File: config.mk
export PLATFORM = sky130hd
export DESIGN_NAME = bus_initiator
export DESIGN_NICKNAME = d
export VERILOG_FILES = /design/src/rtl/params_pkg.sv /design/src/rtl/bus_watchdog.sv /design/src/rtl/bus_initiator.sv
export SDC_FILE = /design/constraint.sdc
export NUM_CORES = 1
export LEC_CHECK = 0
export BUFFER_PORTS_ARGS = -buffer_cell sky130_fd_sc_hd__buf_2
export CORE_ASPECT_RATIO = 0.9
export CORE_MARGIN = 3
export CORE_UTILIZATION = 45
export CTS_BUF_LIST = sky130_fd_sc_hd__clkbuf_4 sky130_fd_sc_hd__clkbuf_8
export DETAILED_ROUTE_END_ITERATION = 6
export PLACE_DENSITY = 0.92
export RECOVER_POWER = 25
export SLEW_MARGIN = 20
export SYNTH_ARGS = -nofsm -noshare
export SYNTH_HDL_FRONTEND = slang
export SYNTH_SLANG_ARGS = --single-unit
File: constraint.sdc
create_clock -name clk -period 4.45 [get_ports clk]
set_clock_uncertainty 0.1 [all_clocks]
set_input_delay 0.6675 -clock clk [delete_from_list [all_inputs] [get_ports clk]]
set_output_delay 0.6675 -clock clk [all_outputs]
set_load 0.05 [all_outputs]
File: src/rtl/params_pkg.sv
// params_pkg: shared bus widths, device IDs and initiator state type
package params_pkg;
    localparam int ADDR_W = 16;
    localparam int DATA_W = 16;
    localparam int NDEV   = 8;
    localparam int DID_W  = 3;

    typedef enum logic [1:0] {IDLE, ISSUE, WAIT, RESP} bus_state_t;

    localparam logic [DID_W-1:0] DRAM   = 3'd0;
    localparam logic [DID_W-1:0] DROM   = 3'd1;
    localparam logic [DID_W-1:0] DUART  = 3'd2;
    localparam logic [DID_W-1:0] DGPIO  = 3'd3;
    localparam logic [DID_W-1:0] DTIMER = 3'd4;
    localparam logic [DID_W-1:0] DSPI   = 3'd5;
    localparam logic [DID_W-1:0] DNON   = 3'd7;

    // A decoded ID is usable only if it names a real device slot
    function automatic logic did_ok(input logic [DID_W-1:0] d);
        return d != DNON && int'(d) < NDEV;
    endfunction
endpackage

File: src/rtl/bus_watchdog.sv
// bus_watchdog: WAIT-cycle counter flagging a stalled device
//   clk, rst : clock, synchronous active-high reset
//   clear    : restart the count (asserted on the cycle before WAIT)
//   tick     : one WAIT cycle elapsed without ready
//   expired  : count reached TIMEOUT_CYC-1
module bus_watchdog #(
    parameter int TIMEOUT_CYC = 16
) (
    input  logic clk,
    input  logic rst,
    input  logic clear,
    input  logic tick,
    output logic expired
);
    localparam int CW = $clog2(TIMEOUT_CYC + 1);

    logic [CW-1:0] cnt;

    always_ff @(posedge clk) begin
        if (rst || clear) cnt <= '0;
        else if (tick) cnt <= cnt + CW'(1);
    end

    assign expired = cnt == CW'(TIMEOUT_CYC - 1);
endmodule

File: src/rtl/bus_initiator.sv
// bus_initiator: single-outstanding bus master from core load/store port to device fabric
//   Config macro BUS_TIMEOUT_EN: adds a WAIT watchdog turning stalled devices into errors.
//   req_*    : core request (valid/ready, we, addr, wdata)
//   rsp_*    : core response (valid/ready, rdata, err)
//   bus_*    : registered strobes, address and write data to decoder and devices
//   dec_*    : decoder hit and device ID for the current bus address
//   dev_*    : per-device ready and read data, indexed by device ID
module bus_initiator
    import params_pkg::*;
#(
    parameter int ADDR_W = params_pkg::ADDR_W,
    parameter int DATA_W = params_pkg::DATA_W,
    parameter int NDEV   = params_pkg::NDEV
`ifdef BUS_TIMEOUT_EN
   ,parameter int TIMEOUT_CYC = 16
`endif
) (
    input  logic                   clk,
    input  logic                   rst,
    input  logic                   req_valid,
    output logic                   req_ready,
    input  logic                   req_we,
    input  logic [ADDR_W-1:0]      req_addr,
    input  logic [DATA_W-1:0]      req_wdata,
    output logic                   rsp_valid,
    input  logic                   rsp_ready,
    output logic [DATA_W-1:0]      rsp_rdata,
    output logic                   rsp_err,
    output logic                   bus_rd,
    output logic                   bus_wr,
    output logic [ADDR_W-1:0]      bus_addr,
    output logic [DATA_W-1:0]      bus_wdata,
    input  logic                   dec_hit,
    input  logic [DID_W-1:0]       dec_did,
    input  logic [NDEV-1:0]        dev_ready,
    input  logic [NDEV*DATA_W-1:0] dev_rdata
);
    bus_state_t        state;
    logic [DID_W-1:0]  did_q;
    logic              rdy;
    logic              expired;
    logic [DATA_W-1:0] sel;

    assign rdy = dev_ready[did_q];
    assign sel = dev_rdata[did_q*DATA_W +: DATA_W];

`ifdef BUS_TIMEOUT_EN
    bus_watchdog #(.TIMEOUT_CYC(TIMEOUT_CYC)) u_wd (
        .clk     (clk),
        .rst     (rst),
        .clear   (state == ISSUE),
        .tick    (state == WAIT && !rdy),
        .expired (expired)
    );
`else
    assign expired = 1'b0;
`endif

    always_ff @(posedge clk) begin
        if (rst) begin
            state     <= IDLE;
            req_ready <= 1'b1;
            rsp_valid <= 1'b0;
            rsp_err   <= 1'b0;
            rsp_rdata <= '0;
            bus_rd    <= 1'b0;
            bus_wr    <= 1'b0;
            bus_addr  <= '0;
            bus_wdata <= '0;
            did_q     <= '0;
        end else begin
            case (state)
                IDLE: if (req_valid) begin
                    req_ready <= 1'b0;
                    bus_rd    <= !req_we;
                    bus_wr    <= req_we;
                    bus_addr  <= req_addr;
                    bus_wdata <= req_wdata;
                    state     <= ISSUE;
                end
                ISSUE: if (!dec_hit || !did_ok(dec_did)) begin
                    bus_rd    <= 1'b0;
                    bus_wr    <= 1'b0;
                    rsp_valid <= 1'b1;
                    rsp_err   <= 1'b1;
                    rsp_rdata <= '0;
                    state     <= RESP;
                end else begin
                    did_q <= dec_did;
                    state <= WAIT;
                end
                // ready on the expiry cycle still yields a normal response
                WAIT: if (rdy || expired) begin
                    bus_rd    <= 1'b0;
                    bus_wr    <= 1'b0;
                    rsp_valid <= 1'b1;
                    rsp_err   <= !rdy;
                    rsp_rdata <= (rdy && bus_rd) ? sel : '0;
                    state     <= RESP;
                end
                RESP: if (rsp_ready) begin
                    rsp_valid <= 1'b0;
                    rsp_err   <= 1'b0;
                    rsp_rdata <= '0;
                    req_ready <= 1'b1;
                    state     <= IDLE;
                end
                default: state <= IDLE;
            endcase
        end
    end
endmodule

Word level (Yosys, flattened, before mapping)
Cells that the tools add are included.
- $lt $le $gt $ge: 1
- reduce and logical (&&, ||, !) cells: 16
- bitwise operators: 1
- mux-type cells: 27
- shift-type cells: 1
- equal/unequal tests: 8
- operators by type and width (cell ; number):
    $shiftx 128x8->16 ; 1
    $mux 16 ; 4
    $pmux 16 s3 ; 1
    $mux 1 ; 12
    $pmux 1 s3 ; 4
    $ne 2x2->1 const B ; 4
    $pmux 2 s4 ; 1
    $reduce_and 4->1 ; 2
    $mux 2 ; 3
    $reduce_and 3->1 ; 2
    $reduce_bool 3->1 ; 2
    $eq 2x2->1 const B ; 2
    $logic_not 1->1 ; 4
    $lt 3x4->1 const B ; 1
    $reduce_and 2->1 ; 2
    $bmux 1 s3 ; 1
    $ne 3x3->1 const B ; 1
    $eq 2x1->1 const B ; 1
    $logic_not 2->1 ; 1
    $pmux 1 s2 ; 1
    $reduce_bool 2->1 ; 1
    $logic_and 1x1->1 ; 1
    $logic_or 1x1->1 ; 1
    $not 1->1 ; 1
- output and inout port bits: 53
- bits of input ports: 177
- flip-flop bits (word level): 58
- word-level logic and storage cells: 64

Logic depth before layout (Yosys ltp)
Gate-level depths: netlist of run 1.
- depth in word-level cells: 6
- mapped depth: 8
- gate-level depth less buffers: 6

Least setup slack after synthesis of run 1
No wires, ideal clock.
- path kind: input to register
- start point: input port dec_did[1]
- end point: register rsp_rdata[2]
- library setup time: 116 ps
- required time: 4234 ps
- arrival: 1801 ps
- buffers on the path: 1
- slack: 2433 ps
- stages: 6
- cell sequence: nand3_1 -> nand3_1 -> nor3b_4 -> buf_2 -> a21oi_1 -> a31o_2
- word-level cells in the longest chain between the ends: 5
- RTL lines (what ; RTL line ; text):
    start: declaration ; bus_initiator.sv:34 ; input logic [DID_W-1:0] dec_did,
    $ne 3x3->1 ; params_pkg.sv:20 ; return d != DNON && int'(d) < NDEV;
    $logic_not 1->1 ; bus_initiator.sv:81 ; ISSUE: if (!dec_hit || !did_ok(dec_did)) begin
    $logic_or 1x1->1 ; bus_initiator.sv:81 ;
    $ne 2x2->1 (no line) ; -- ;
    $reduce_and 4->1 (no line) ; -- ;
    end signal: assignment ; bus_initiator.sv:98 ; rsp_rdata <= (rdy && bus_rd) ? sel : '0;
    end: declaration ; bus_initiator.sv:27 ; output logic [DATA_W-1:0] rsp_rdata,
No other way between the ends.
A chain may end at the register's enable or synchronous reset.

Final worst setup path of run 1
- start point: register did_q[2]
- end point: register rsp_valid
- word-level cells in the longest chain between the ends: 4
- RTL lines (what ; RTL line ; text):
    start: declaration ; bus_initiator.sv:39 ; logic [DID_W-1:0] did_q;
    start signal: assignment ; bus_initiator.sv:89 ; did_q <= dec_did;
    $bmux 1 s3 ; bus_initiator.sv:44 ; assign rdy = dev_ready[did_q];
    $mux 1 (implied by the code) ; bus_initiator.sv:44 ;
    $ne 2x2->1 (no line) ; -- ;
    $reduce_and 4->1 (no line) ; -- ;
    end signal: assignment ; bus_initiator.sv:63 ; rsp_valid <= 1'b0;
    end signal: assignment ; bus_initiator.sv:84 ; rsp_valid <= 1'b1;
    end signal: assignment ; bus_initiator.sv:96 ; rsp_valid <= 1'b1;
    end: declaration ; bus_initiator.sv:25 ; output logic rsp_valid,
No other way between the ends. The select of a mux whose other input is x is not followed.

==> flow_metrics.py, run 1 <==
metrics = {
    "run_status": {
        "status": "finished, final reports clean",
    },
    "die": {
        "initial_core_util": 0.472,
        "fp.dieW_um": 97.5,
        "die_area_mm2": 0.00861,
        "ios": 230,
        "rows": 29,
        "core_mm2": 0.00718,
        "die_h_um": 88.3,
    },
    "cts": {
        "hold_buffers": 0,
        "cts_setup_buffers": 0,
        "cts.clk_slew.worst_paths_ns": 0.06,
        "cts_tree": "yes",
        "cts.sinks": 58,
        "insertion_delay_ns": 0.31,
        "cts_buffers": 9,
        "cts_root_buf": "clkbuf_8",
        "cts.repair.resized": 0,
        "cts_buffer_depth": 2,
        "htree_levels": 3,
    },
    "synth": {
        "synth_compound_area_frac": 0.140,
        "avgSynthCellArea_um2": 10.0,
        "synth-warning-count": 0,
        "synth-seq-cells": 58,
        "syn_area_mm2": 0.00339,
        "synthSimpleGateAreaFrac": 0.140,
        "ys_types": 37,
        "synth_fa_ha_area_frac": 0.0185,
        "synthArstFlopShare": 0,
        "synth_xor_xnor_area_share": 0,
        "ys_seq_area_frac": 0.343,
        "netlist_instances": 338,
        "synth_top_flop_cell": "dfxtp_1",
        "synth_top_family_by_area": "multiplexers",
        "synth_mux_area_frac": 0.296,
        "synth-edff-count": 0,
        "syn_nets": 520,
    },
    "global_route": {
        "gr-usage-all-layers": 0.248,
        "grt_pass1_wl_um": 17200,
        "antenna_found_initial": 0,
        "grt_max_degree": 42,
        "gr-total-overflow": 0,
        "first_global_vias": 3560,
    },
    "timing": {
        "worst_slack_ns": 1.90,
        "final_hold_viol_count": 0,
        "slew_viol_final": 0,
        "fin_crit_ns": 2.55,
        "slew_headroom": 0.309,
        "worst_pin_slew_ns": 1.03,
        "maxClockFrequency_mhz": 392,
        "setup_tns_ns": 0,
        "setup_viol": 0,
        "fin_crit_sh": 0.574,
        "rsz0062_at_grt": "false",
        "hold_slack_ns": 0.352,
    },
    "route": {
        "ant_nets": 0,
        "drc_errors": 0,
        "vias_per_cell": 5.40,
        "drt_iter0_markers": 137,
        "totalWireLength_um": 11100,
        "first_pass_iters": 4,
        "routedWlPerCell_um": 17.1,
        "vias": 3495,
    },
    "critical_path": {
        "cp-end-kind": "flip-flop",
        "critPathKind": "reg2reg",
        "required_ns": 4.52,
        "path_max_fanout": 21,
        "crit_arrival_ns": 2.62,
        "worstSetupStartpointType": "flip-flop",
    },
    "placement": {
        "place_ws_ns": 1.95,
        "place_congestion": 0.909,
        "hpwl_um": 8990,
        "portBuffers": 229,
        "placed_cells": 633,
    },
    "power_and_ir_drop": {
        "max-vdd-ir-drop_uv": 227,
        "pwr_density_cell_mw_per_mm2": 436,
        "leakagePower_nw": 2.08,
    },
    "finish": {
        "final_util": 0.644,
        "diodes": 0,
        "finalNetCount": 733,
        "stdcell_count": 647,
        "drive_gt1_frac": 0.500,
        "syn_to_final_growth_pct": 36.6,
    },
    "run": {
        "cap_viol_max_count": 0,
    },
    "worst_hold_path": {
        "hold_class": "reg2reg",
    },
}
-- layer usage --
metal	global-route usage	part of all wire	up-vias
met4	0.0868	0.023	0
met1	0.283	0.35	1646
met5	0	0	-
met3	0.0567	0.079	25
li1	-	-	1660
met2	0.463	0.54	164
-- critical path: stages (launching register included) --
cell,delay [ns]
dfxtp_1,0.90
nor2_1,0.12
nand2_1,0.12
a41o_1,0.65
and2_4,0.41
a211oi_2,0.10
-- state kept, by name, indices dropped and copies added, names as in the netlist --
signal	flops
did_q	3
req_ready	1
rsp_err	1
state	2
bus_wdata	16
bus_wr	1
rsp_valid	1
rsp_rdata	16
bus_addr	16
bus_rd	1
-- Yosys cell counts, types with 3 or more instances --
master    count  area share
inv_1         4      0.0044
nand3_1       3      0.0044
nor2_1        4      0.0044
mux2_2       17       0.056
nand2_1      86       0.095
clkbuf_1     12       0.013
mux2i_1       8       0.024
buf_6         7       0.023
mux4_2       29        0.19
a31o_2        4       0.010
mux4_1        3       0.023
dfxtp_1      58        0.34
a31o_1       12       0.031
nand3b_1      3      0.0066
ha_1          5       0.018
buf_2         4      0.0059
a21oi_1      53       0.078
-- path summary, 6_finish.rpt --
| check | slack (ns) | to | cells after the start | startpoint |
|---|---|---|---|---|
| worst max-delay path | 1.90 | rsp_valid | 5 | did_q[2] |
| worst min-delay path | 0.35 | bus_wdata[3] | 2 | bus_wdata[3] |
| worst max register to register | 1.90 | rsp_valid | 5 | did_q[2] |
| worst min register to register | 0.35 | bus_wdata[3] | 2 | bus_wdata[3] |
-- stage by stage --
step | instance area, um2 | power, W
floorplan | 3390 | 0.00138
global placement | 4470 | 0.00154
detailed placement | 4470 | 0.00157
CTS | 4660 | 0.00204
global route | 4630 | 0.00214
finish | 4630 | 0.00202
-- kinds of logic after synthesis --
kind of cell / after synthesis
flip-flops: 58
buffers and inverters: 33
AND/OR/NAND/NOR: 108
multiplexers: 57
AO/OA/AOI/OAI: 77
adder cells (fa/ha/maj): 5
-- cell usage in the layout, fill, tap and decap left out, types with 4 or more instances in the layout --
cell and count:
buf_2 205, nand2_1 86, dfxtp_1 57, a21oi_1 53, mux4_2 29, clkbuf_1 24
mux2_2 17, a31o_1 12, clkbuf_8 11, mux2i_1 8, ha_1 5, inv_1 4
nor2_1 4, a31o_2 4
-- power breakdown --
group	switching (W)	internal, W
Clock	0.000187	0.000281
Combinational	0.000588	0.000313
Sequential	0.0000513	0.000597
-- area by class of cell --
type	count	area [um2]
Inverter	4	15.0
Sequential cell	58	1160
Timing Repair Buffer	231	1130
Clock inverter	3	40.0
Multi-Input combinational cell	247	2010
Fill cell	614	2550
Clock buffer	11	151
Tap cell	93	116
No activity file was read; power rests on OpenSTA's default activity.
==> run 2: changes to the inputs <==
--- a/config.mk
+++ b/config.mk
@@ -8,10 +8,10 @@
 export BUFFER_PORTS_ARGS = -buffer_cell sky130_fd_sc_hd__buf_2
 export CORE_ASPECT_RATIO = 0.9
 export CORE_MARGIN = 3
-export CORE_UTILIZATION = 45
+export CORE_UTILIZATION = 43
 export CTS_BUF_LIST = sky130_fd_sc_hd__clkbuf_4 sky130_fd_sc_hd__clkbuf_8
 export DETAILED_ROUTE_END_ITERATION = 6
-export PLACE_DENSITY = 0.92
+export PLACE_DENSITY = 0.88
 export RECOVER_POWER = 25
 export SLEW_MARGIN = 20
 export SYNTH_ARGS = -nofsm -noshare
==> constraint.sdc (replaced) <==
create_clock -name clk -period 2.5 [get_ports clk]
set_clock_uncertainty 0.1 [all_clocks]
set_input_delay 0.375 -clock clk [delete_from_list [all_inputs] [get_ports clk]]
set_output_delay 0.375 -clock clk [all_outputs]
set_load 0.05 [all_outputs]
==> run 2 against run 1 <==
  * Sequential cell count unchanged
  * Sequential power increased by 77%
  * Maximum frequency increased by 19%
  * Critical path depth decreased by 1
  * Highest routed layer unchanged
  * Combinational power increased by 85%
  * Die area increased by 4.3%
  * Setup slack got worse by 1.5 ns
  * First-iteration DRC count increased by 31%
  * Routed wire length increased by 3.3%
  * Register-to-register slack got worse by 1.5 ns
==> flow_metrics.py, run 2 (synthesis gave the netlist of run 1 again) <==
metrics = {
    "run_status": {
        "status": "finished, final reports clean",
    },
    "critical_path": {
        "path_max_fanout": 26,
        "timing.rr.start": "did_q[0]",
        "cp-end-kind": "flip-flop",
        "r2r_slack_ns": 0.35,
        "worstSetupStartpointType": "flip-flop",
        "crit_cells": 4,
        "crit_slowest_cell": "mux4_1",
        "r2r_end": "rsp_rdata[11]",
        "path_cells": "buf_12 > mux4_1 > mux2_2 > a31o_1",
        "crit_arrival_ns": 2.26,
        "critPathKind": "reg2reg",
        "max_stage_delay_ns": 0.60,
        "critical_path_buf_inv_count": 1,
        "required_ns": 2.62,
        "reg2reg_depth": 4,
        "cp_top_family": "multiplexers",
    },
    "cts": {
        "insertion_delay_ns": 0.32,
        "htree_levels": 3,
        "cts_root_buf": "clkbuf_8",
        "cts_setup_buffers": 0,
        "cts_buffer_depth": 2,
        "cts_tree": "yes",
        "hold_buffers": 0,
        "cts.repair.resized": 0,
        "cts_buffers": 9,
        "cts.clk_slew.worst_paths_ns": 0.06,
        "cts.sinks": 58,
    },
    "power_and_ir_drop": {
        "switchingPower_w": 0.00149,
        "leakagePower_nw": 2.08,
        "combPwrFrac": 0.475,
        "max-vdd-ir-drop_uv": 508,
        "power.share.sequential": 0.327,
        "pwr_density_cell_mw_per_mm2": 756,
        "p_sw_frac": 0.423,
        "p_int_w": 0.00203,
        "p_clk_frac": 0.197,
    },
    "global_route": {
        "grtUsageMet1": 0.280,
        "gr-usage-all-layers": 0.255,
        "first_global_vias": 3720,
        "antenna_found_initial": 0,
        "top_usage_layer": "met2",
        "gr-total-overflow": 0,
        "grt_pass1_wl_um": 18100,
        "grt_max_degree": 41,
        "grt_use_met2": 0.450,
        "use_met3": 0.0714,
    },
    "timing": {
        "setup_viol": 0,
        "setup_tns_ns": 0,
        "fin_crit_ns": 2.15,
        "slew_headroom": 0.530,
        "worst_pin_slew_ns": 0.704,
        "fin_crit_sh": 0.859,
        "slew_viol_final": 0,
        "rsz0062_at_grt": "false",
        "final_hold_viol_count": 0,
        "maxClockFrequency_mhz": 466,
    },
    "die": {
        "ios": 230,
        "die_area_mm2": 0.00898,
        "initial_core_util": 0.447,
        "fp.dieW_um": 99.6,
        "rows": 30,
        "die_h_um": 90.2,
        "core_mm2": 0.00758,
    },
    "route": {
        "vias": 3545,
        "routedWlPerCell_um": 17.5,
        "vias_per_cell": 5.43,
        "drc_errors": 0,
        "ant_nets": 0,
        "first_pass_iters": 4,
        "drt_iter0_markers": 179,
        "totalWireLength_um": 11400,
    },
    "finish": {
        "reg.largest.list": "bus_addr (16), bus_wdata (16), rsp_rdata (16)",
        "nFillCells": 691,
        "seqCellArea_mm2": 0.00116,
        "most-common-layout-cells": "202 x buf_2, 86 x nand2_1, 57 x dfxtp_1",
        "multi_input_area_mm2": 0.00202,
        "final_common_cell": "buf_2",
        "drive_gt1_frac": 0.497,
        "syn_to_final_growth_pct": 37.1,
        "diodes": 0,
        "finalNetCount": 738,
        "final_util": 0.613,
    },
    "worst_hold_path": {
        "hp-start": "req_addr[7]",
        "hold_class": "in2reg",
        "hold_depth": 3,
        "hold_end": "bus_addr[7]",
    },
    "placement": {
        "hpwl_um": 9160,
        "portBuffers": 229,
        "place_congestion": 0.918,
    },
    "run": {
        "cap_viol_max_count": 0,
    },
}
run 2: power by group through the flow:
stage	clock (W)	sequential, W	combinational (W)
finish	0.000693	0.00115	0.00167
global route	0.000764	0.00117	0.00180
CTS	0.000720	0.00115	0.00168
detailed placement	0	0.00117	0.00168
global placement	0	0.00116	0.00162
floorplan	0	0.00155	0.000897
run 2: worst reg2reg max path, stage by stage (launching register included):
cell and delay, ns:
dfxtp_2 0.57, buf_12 0.28, mux4_1 0.61, mux2_2 0.28, a31o_1 0.21
run 2: final cells by class:
class	count	area share
Sequential cell	58	0.250
Multi-Input combinational cell	247	0.435
Inverter	4	0.00323
Clock buffer	11	0.0312
Clock inverter	1	0.00108
Timing Repair Buffer	236	0.254
Tap cell	96	0.0259
run 2: how the worst max path moves through the flow:
| stage | from | to | slack, ns |
|---|---|---|---|
| after floorplan | state[1] | rsp_rdata[2] | 0.62 |
| after global placement | did_q[0] | rsp_rdata[2] | 0.37 |
| after detailed placement | did_q[0] | rsp_rdata[2] | 0.27 |
| after CTS | did_q[0] | rsp_rdata[2] | 0.25 |
| after global routing | did_q[0] | rsp_rdata[11] | 0.20 |
| final | did_q[0] | rsp_rdata[11] | 0.35 |
run 2: metrics by stage:
step / power [W] / cell area (um2) / setup slack [ns] / hold WS, ns / std cells
floorplan: 0.00245 / 3390 / 0.621 / 0.411 / 338
global placement: 0.00277 / 4520 / 0.371 / 0.339 / 641
detailed placement: 0.00285 / 4520 / 0.268 / 0.347 / 641
CTS: 0.00355 / 4670 / 0.248 / 0.170 / 653
global route: 0.00373 / 4640 / 0.205 / 0.166 / 653
finish: 0.00351 / 4640 / 0.353 / 0.187 / 653
run 2: layer usage:
| metal | share of wire | vias up |
|---|---|---|
| li1 | - | 1664 |
| met1 | 0.35 | 1678 |
| met2 | 0.55 | 162 |
| met3 | 0.069 | 41 |
| met4 | 0.036 | 0 |
| met5 | 0 | - |
